[config.mk]
export PLATFORM = sky130hd
export DESIGN_NAME = ltc2333_scan_controller
export DESIGN_NICKNAME = d
export VERILOG_FILES = /design/src/rtl/ltc2333_scan_controller.sv
export SDC_FILE = /design/constraint.sdc
export NUM_CORES = 1
export LEC_CHECK = 0
export BUFFER_PORTS_ARGS = -buffer_cell sky130_fd_sc_hd__buf_2
export CELL_PAD_IN_SITES_DETAIL_PLACEMENT = 1
export CELL_PAD_IN_SITES_GLOBAL_PLACEMENT = 1
export CORE_ASPECT_RATIO = 0.6
export CORE_UTILIZATION = 41
export CTS_CLUSTER_DIAMETER = 200
export CTS_CLUSTER_SIZE = 10
export DETAILED_ROUTE_END_ITERATION = 12
export PLACE_DENSITY_LB_ADDON = 0.15
export SLEW_MARGIN = 20
export SYNTH_ARGS = -nofsm -noshare
export SYNTH_HDL_FRONTEND = slang
export SYNTH_SLANG_ARGS = --single-unit
[constraint.sdc]
create_clock -name clk -period 2.2 [get_ports clk]
set_input_delay 0.22 -clock clk [delete_from_list [all_inputs] [get_ports clk]]
set_output_delay 0.22 -clock clk [all_outputs]
set_load 0.05 [all_outputs]
[src/rtl/ltc2333_scan_controller.sv]
// Conversion sequencer for a single LTC2333 ADC: CNV pulse, BUSY handshake,
// DDR SCKI readout of the 24-bit result word with optional SoftSpan sequence
// programming on SDI, and a check of each returned channel/span against the
// programmed sequence.
module ltc2333_scan_controller #(
    parameter int unsigned SCK_HALF = 4,
    parameter int unsigned CNV_HIGH = 4,
    parameter int unsigned BUSY_TO  = 1023
) (
    input  logic        clk,
    input  logic        reset,
    input  logic        trig,
    input  logic        cfg_update,
    input  logic [3:0]  cfg_num,
    input  logic [47:0] cfg_list,
    output logic        cnv,
    input  logic        busy,
    output logic        scki,
    output logic        sdi,
    input  logic        sdo,
    output logic        ready,
    output logic        res_valid,
    output logic [17:0] res_data,
    output logic [2:0]  res_chan,
    output logic [2:0]  res_span,
    output logic        seq_err,
    output logic        timeout_err,
    output logic        trig_overrun
);

    localparam int unsigned CNT_MAX =
        (BUSY_TO > CNV_HIGH) ? ((BUSY_TO > SCK_HALF) ? BUSY_TO : SCK_HALF)
                             : ((CNV_HIGH > SCK_HALF) ? CNV_HIGH : SCK_HALF);
    localparam int unsigned CNT_W  = $clog2(CNT_MAX + 1);
    localparam int unsigned K_W    = 7;
    localparam int unsigned WORD_W = 24;
    localparam int unsigned LIST_W = 48;

    typedef enum logic [2:0] {
        S_IDLE,
        S_CNV_PULSE,
        S_WAIT_BUSY_HI,
        S_WAIT_BUSY_LO,
        S_SHIFT,
        S_OUTPUT
    } state_t;

    // Clamp the entry count into 1..8.
    function automatic logic [3:0] norm_num(input logic [3:0] n);
        logic [3:0] r;
        r = n;
        if (n == 4'd0) r = 4'd1;
        else if (n > 4'd8) r = 4'd8;
        return r;
    endfunction

    // SDI bit for half-period k: byte j = {1,0,chan_j,span_j}, MSB first.
    function automatic logic sdi_bit(input logic [K_W-1:0] k, input logic ld,
                                     input logic [3:0] num, input logic [LIST_W-1:0] list);
        logic [5:0] entry;
        logic [7:0] byte_v;
        logic       b;
        entry  = 6'(list >> (6 * 32'(k[5:3])));
        byte_v = {2'b10, entry};
        b      = 1'b0;
        if (ld && (k < {num, 3'b000})) b = byte_v[3'd7 - k[2:0]];
        return b;
    endfunction

    state_t              state_q, state_d;
    logic [CNT_W-1:0]    cnt_q, cnt_d;
    logic [K_W-1:0]      k_q, k_d;
    logic [K_W-1:0]      e_q, e_d;
    logic [WORD_W-1:0]   word_q, word_d;
    logic                cnv_q, cnv_d;
    logic                scki_q, scki_d;
    logic                sdi_q, sdi_d;
    logic                ready_q, ready_d;
    logic                res_valid_q, res_valid_d;
    logic [17:0]         res_data_q, res_data_d;
    logic [2:0]          res_chan_q, res_chan_d;
    logic [2:0]          res_span_q, res_span_d;
    logic                seq_err_q, seq_err_d;
    logic                timeout_q, timeout_d;
    logic                overrun_q, overrun_d;
    logic [3:0]          shadow_num_q, shadow_num_d;
    logic [LIST_W-1:0]   shadow_list_q, shadow_list_d;
    logic                pending_q, pending_d;
    logic                frame_load_q, frame_load_d;
    logic [3:0]          frame_num_q, frame_num_d;
    logic [LIST_W-1:0]   frame_list_q, frame_list_d;
    logic [3:0]          act_num_q, act_num_d;
    logic [LIST_W-1:0]   act_list_q, act_list_d;
    logic                cfg_valid_q, cfg_valid_d;
    logic [2:0]          ptr_q, ptr_d;
    logic                busy_s1_q, busy_s2_q;
    logic                sdo_s1_q, sdo_s2_q;
    logic                half_last;
    logic [5:0]          exp_entry;

    assign half_last = (cnt_q == CNT_W'(SCK_HALF - 1));
    assign exp_entry = 6'(act_list_q >> (6 * 32'(ptr_q)));

    // Two-flop synchronizers for the asynchronous ADC outputs.
    always_ff @(posedge clk) begin
        if (reset) begin
            busy_s1_q <= 1'b0;
            busy_s2_q <= 1'b0;
            sdo_s1_q  <= 1'b0;
            sdo_s2_q  <= 1'b0;
        end else begin
            busy_s1_q <= busy;
            busy_s2_q <= busy_s1_q;
            sdo_s1_q  <= sdo;
            sdo_s2_q  <= sdo_s1_q;
        end
    end

    // State, configuration and registered outputs.
    always_ff @(posedge clk) begin
        if (reset) begin
            state_q       <= S_IDLE;
            cnt_q         <= '0;
            k_q           <= '0;
            e_q           <= '0;
            word_q        <= '0;
            cnv_q         <= 1'b0;
            scki_q        <= 1'b0;
            sdi_q         <= 1'b0;
            ready_q       <= 1'b1;
            res_valid_q   <= 1'b0;
            res_data_q    <= '0;
            res_chan_q    <= '0;
            res_span_q    <= '0;
            seq_err_q     <= 1'b0;
            timeout_q     <= 1'b0;
            overrun_q     <= 1'b0;
            shadow_num_q  <= '0;
            shadow_list_q <= '0;
            pending_q     <= 1'b0;
            frame_load_q  <= 1'b0;
            frame_num_q   <= '0;
            frame_list_q  <= '0;
            act_num_q     <= '0;
            act_list_q    <= '0;
            cfg_valid_q   <= 1'b0;
            ptr_q         <= '0;
        end else begin
            state_q       <= state_d;
            cnt_q         <= cnt_d;
            k_q           <= k_d;
            e_q           <= e_d;
            word_q        <= word_d;
            cnv_q         <= cnv_d;
            scki_q        <= scki_d;
            sdi_q         <= sdi_d;
            ready_q       <= ready_d;
            res_valid_q   <= res_valid_d;
            res_data_q    <= res_data_d;
            res_chan_q    <= res_chan_d;
            res_span_q    <= res_span_d;
            seq_err_q     <= seq_err_d;
            timeout_q     <= timeout_d;
            overrun_q     <= overrun_d;
            shadow_num_q  <= shadow_num_d;
            shadow_list_q <= shadow_list_d;
            pending_q     <= pending_d;
            frame_load_q  <= frame_load_d;
            frame_num_q   <= frame_num_d;
            frame_list_q  <= frame_list_d;
            act_num_q     <= act_num_d;
            act_list_q    <= act_list_d;
            cfg_valid_q   <= cfg_valid_d;
            ptr_q         <= ptr_d;
        end
    end

    // Next-state and output logic for the conversion sequence.
    always_comb begin
        state_d       = state_q;
        cnt_d         = cnt_q;
        k_d           = k_q;
        e_d           = e_q;
        word_d        = word_q;
        scki_d        = scki_q;
        sdi_d         = sdi_q;
        res_valid_d   = 1'b0;
        res_data_d    = res_data_q;
        res_chan_d    = res_chan_q;
        res_span_d    = res_span_q;
        seq_err_d     = 1'b0;
        timeout_d     = 1'b0;
        overrun_d     = 1'b0;
        shadow_num_d  = shadow_num_q;
        shadow_list_d = shadow_list_q;
        pending_d     = pending_q;
        frame_load_d  = frame_load_q;
        frame_num_d   = frame_num_q;
        frame_list_d  = frame_list_q;
        act_num_d     = act_num_q;
        act_list_d    = act_list_q;
        cfg_valid_d   = cfg_valid_q;
        ptr_d         = ptr_q;

        if (cfg_update) begin
            shadow_num_d  = norm_num(cfg_num);
            shadow_list_d = cfg_list;
            pending_d     = 1'b1;
        end

        if (state_q != S_IDLE) overrun_d = trig;

        case (state_q)
            S_IDLE: begin
                if (trig) begin
                    state_d = S_CNV_PULSE;
                    cnt_d   = '0;
                end
            end

            S_CNV_PULSE: begin
                if (cnt_q == CNT_W'(CNV_HIGH - 1)) begin
                    state_d = S_WAIT_BUSY_HI;
                    cnt_d   = '0;
                end else begin
                    cnt_d = cnt_q + CNT_W'(1);
                end
            end

            S_WAIT_BUSY_HI: begin
                if (busy_s2_q) begin
                    state_d = S_WAIT_BUSY_LO;
                    cnt_d   = '0;
                end else if (cnt_q == CNT_W'(BUSY_TO)) begin
                    state_d   = S_IDLE;
                    timeout_d = 1'b1;
                end else begin
                    cnt_d = cnt_q + CNT_W'(1);
                end
            end

            S_WAIT_BUSY_LO: begin
                if (!busy_s2_q) begin
                    // Freeze the pending config for this frame; a later update stays pending.
                    state_d      = S_SHIFT;
                    cnt_d        = '0;
                    k_d          = '0;
                    scki_d       = 1'b0;
                    word_d       = '0;
                    frame_load_d = pending_q;
                    frame_num_d  = shadow_num_q;
                    frame_list_d = shadow_list_q;
                    e_d          = (pending_q && (shadow_num_q > 4'd3)) ?
                                   {shadow_num_q, 3'b000} : K_W'(24);
                    sdi_d        = sdi_bit('0, pending_q, shadow_num_q, shadow_list_q);
                    pending_d    = cfg_update;
                end else if (cnt_q == CNT_W'(BUSY_TO)) begin
                    state_d   = S_IDLE;
                    timeout_d = 1'b1;
                end else begin
                    cnt_d = cnt_q + CNT_W'(1);
                end
            end

            S_SHIFT: begin
                if (half_last) begin
                    cnt_d = '0;
                    if (k_q < e_q) scki_d = ~scki_q;
                    // Last cycle of half-period k carries the bit launched by edge k-1.
                    if ((k_q != '0) && (k_q <= K_W'(24))) word_d = {word_q[22:0], sdo_s2_q};
                    if (k_q == e_q) begin
                        state_d     = S_OUTPUT;
                        sdi_d       = 1'b0;
                        res_valid_d = 1'b1;
                        res_data_d  = word_d[23:6];
                        res_chan_d  = word_d[5:3];
                        res_span_d  = word_d[2:0];
                        seq_err_d   = cfg_valid_q && (word_d[5:0] != exp_entry);
                        if (cfg_valid_q) begin
                            if ({1'b0, ptr_q} == (act_num_q - 4'd1)) ptr_d = '0;
                            else ptr_d = ptr_q + 3'd1;
                        end
                        // New sequence takes effect from the next conversion.
                        if (frame_load_q) begin
                            act_list_d  = frame_list_q;
                            act_num_d   = frame_num_q;
                            cfg_valid_d = 1'b1;
                            ptr_d       = '0;
                        end
                    end else begin
                        k_d   = k_q + K_W'(1);
                        sdi_d = sdi_bit(k_q + K_W'(1), frame_load_q, frame_num_q, frame_list_q);
                    end
                end else begin
                    cnt_d = cnt_q + CNT_W'(1);
                end
            end

            S_OUTPUT: begin
                state_d = S_IDLE;
            end

            default: begin
                state_d = S_IDLE;
            end
        endcase

        cnv_d   = (state_d == S_CNV_PULSE);
        ready_d = (state_d == S_IDLE);
    end

    assign cnv          = cnv_q;
    assign scki         = scki_q;
    assign sdi          = sdi_q;
    assign ready        = ready_q;
    assign res_valid    = res_valid_q;
    assign res_data     = res_data_q;
    assign res_chan     = res_chan_q;
    assign res_span     = res_span_q;
    assign seq_err      = seq_err_q;
    assign timeout_err  = timeout_q;
    assign trig_overrun = overrun_q;

endmodule

==> results.json <==
{
  "yosysUniqueCellTypes": 61,
  "clock-sinks": 246,
  "cts_max_path_buffers": 3,
  "grt_overflow": 0,
  "critPathTopFamily": "simple AND/OR/NAND/NOR gates",
  "grt_use_total_pct": 22.53,
  "violations": "setup timing",
  "p_leak_nw": 5.296,
  "grt_pass1_wl_mm": 47.70,
  "max_stage_delay_ns": 0.57,
  "worst_pin_slew_ns": 0.5945,
  "ant_nets": 0,
  "ys_seq_area_share_pct": 47.30,
  "row_count": 44,
  "cp.required_ns": 2.67,
  "slew_headroom_pct": 60.37,
  "cts-root-buf": "clkbuf_16",
  "rsz0062_at_grt": "true",
  "maxSlewViolCount": 0,
  "crit_buf_inv": 2,
  "period_minus_slack_ns": 2.297,
  "status": "complete, but fails checks",
  "stdcell_count": 1674,
  "hold_start": "reset",
  "cp_max_fo": 13,
  "antenna_found_initial": 0,
  "cts_buffers": 28,
  "final_nets": 1422,
  "hold_viol_final": 0,
  "syn_area_um2": 10410,
  "endpoint_kind": "flip-flop",
  "vias_per_cell": 5.402,
  "dieArea_um2": 26060,
  "fin_crit_sh_pct": 104.4,
  "start_kind": "flip-flop",
  "cts_tree": "done",
  "drive_gt1_share_pct": 21.08,
  "fillCellCount": 2828,
  "ys_seq_elements": 246,
  "first_global_vias": 8992,
  "yosys.area.top_type": "dfxtp_1",
  "slowest_stage": "or4_4",
  "arrival_ns": 2.76,
  "chipHeight_um": 125.4,
  "dp_hpwl_mm": 19.62,
  "fmax_mhz": 435.3,
  "dp.cells": 1572,
  "setup_viol": 42,
  "ios": 90,
  "post-route-drc-count": 0,
  "syn_to_final_growth_pct": 28.45,
  "synth_commonest_cells": "dfxtp_1 (246), nand2_1 (228), nor2_1 (144)",
  "synth_ff_type": "dfxtp_1",
  "async_reset_ff_share_pct": 0,
  "cap_violations": 0,
  "final.setup.tns_ns": -1.358,
  "ir_drop_uv": 514.0,
  "clock_skew_ns": 0.01551,
  "crit_type": "reg2reg",
  "initialDrtViolationCount": 525,
  "hold_class": "in2reg",
  "gp_congestion": 0.9186,
  "syn_avg_cell_area_um2": 8.801,
  "yosys_warnings": 0,
  "yosysTopAreaCellShare_pct": 47.30,
  "numPortBuffers": 89,
  "powerDensity_nw_per_um2": 678.9,
  "start_util_pct": 42.40,
  "wire_per_inst_um": 18.67,
  "synth_most_common_cell": "dfxtp_1",
  "h-tree-depth": 1,
  "design.core.area_um2": 24550,
  "syn_inst": 1183,
  "wl_mm": 31.26,
  "via_count": 9043,
  "grt_max_degree": 78,
  "die_w_um": 207.7,
  "clkLatencyLatePin_ns": 0.55,
  "crit_path_start": "cnt_q[6]",
  "first_pass_iters": 5,
  "diodes": 0,
  "fin_ws_ns": -0.09741,
  "syn-num-nets": 1253,
  "synth.top_cells.by_area": "dfxtp_1 (47%), mux2i_1 (10%), nand2_1 (8.2%), a21oi_1 (6.2%), nor2_1 (5.2%)",
  "crit_chain": "or4_4, nor4_4, buf_4, and3_4, buf_6, nand2_1, a21oi_1",
  "r2r_start": "cnt_q[6]",
  "synth_edf_count": 0,
  "path_clk_slew_ns": 0.06
}
cells by family after synthesis:
kind of cell | Yosys count | synth area share, %
and+or+nand+nor | 450 | 18.21
xor gates and xnor gates | 15 | 1.442
DFF | 246 | 47.30
buffers and inverters | 104 | 4.302
AOI/OAI and AO/OA | 230 | 13.24
adders and majority gates | 13 | 1.538
muxes | 125 | 13.96
metrics by stage:
stage	power, mW	worst slack (ns)	util (%)	area (um^2)	hold WS [ns]
global route	9.418	-0.1366	54.46	13370	0.1062
detailed placement	5.010	-0.1691	47.15	11580	0.4346
floorplan	4.874	-0.03190	-	10430	0.3482
global placement	5.000	-0.07745	47.15	11580	0.4288
finish	9.079	-0.09741	54.46	13370	0.09960
CTS	9.178	0.01725	52.74	12950	0.07653
path summary, 6_finish.rpt:
| kind | to | slack, ns | cells after the start |
|---|---|---|---|
| min reg2reg | frame_list_q[15] | 0.45 | 2 |
| max | act_list_q[10] | -0.1 | 7 |
| max reg2reg | act_list_q[10] | -0.1 | 7 |
| min | act_num_q[1] | 0.1 | 2 |
placed cells by master (no fill, tap or decap), drive strengths merged, types with 5 or more instances in the layout:
cell         netlist  routed
o21ai             14      14
mux4              16      16
a211oi            29      29
dlygate4sd3        0      56
nor2             144     144
nand3             14      14
clkbuf            57      34
nand2            228     228
nor2b             12      12
or3                6       6
ha                12      12
dfxtp            246     246
a21oi            130     130
mux2i            107     107
xnor2              7       7
inv               18      18
nor3              16      16
buf               29     163
a22oi             26      26
xor2               8       8
nand2b             5       5
a31oi              9       9
layout make-up:
cell class	instances	area [um^2]	area share (%)
repair buffers	225	1933	14.46
inverters	18	67.56	0.5052
flip-flops and latches	246	4940	36.94
clock inverters	2	46.29	0.3462
multi-input cells	833	5283	39.50
well taps	322	402.9	3.013
clock buffers	28	700.7	5.240
layer usage:
metal  wire length [um]  global-route usage (%)
met3               1411                   3.190
met5                  0                       0
met4                464                   4.096
met1              15450                   32.54
met2              13930                   36.05
flip-flops by register name, indices dropped and copies added, names as in the netlist, 4 cells and up:
| name | flops |
|---|---|
| act_list_q | 48 |
| frame_list_q | 48 |
| shadow_list_q | 48 |
| word_q | 24 |
| res_data | 18 |
| cnt_q | 10 |
| k_q | 7 |
| act_num_q | 4 |
| e_q | 4 |
| frame_num_q | 4 |
| shadow_num_q | 4 |
where the power goes:
part	internal (mW)	total [mW]	switching, mW
sequential	4.52	4.56	0.0420
combinational	0.208	0.430	0.222
clock	2.35	4.08	1.74
total	7.08	9.08	2.00
what timing repair did:
action	in CTS	in global routing
hold endpoints to repair	54	0
gates resized for setup	12	54
hold buffers	56	0
endpoints found under the setup margin	107	103
gates cloned	0	9
pin swaps	2	14
setup buffers	3	4
No activity file was read; power rests on OpenSTA's default activity.
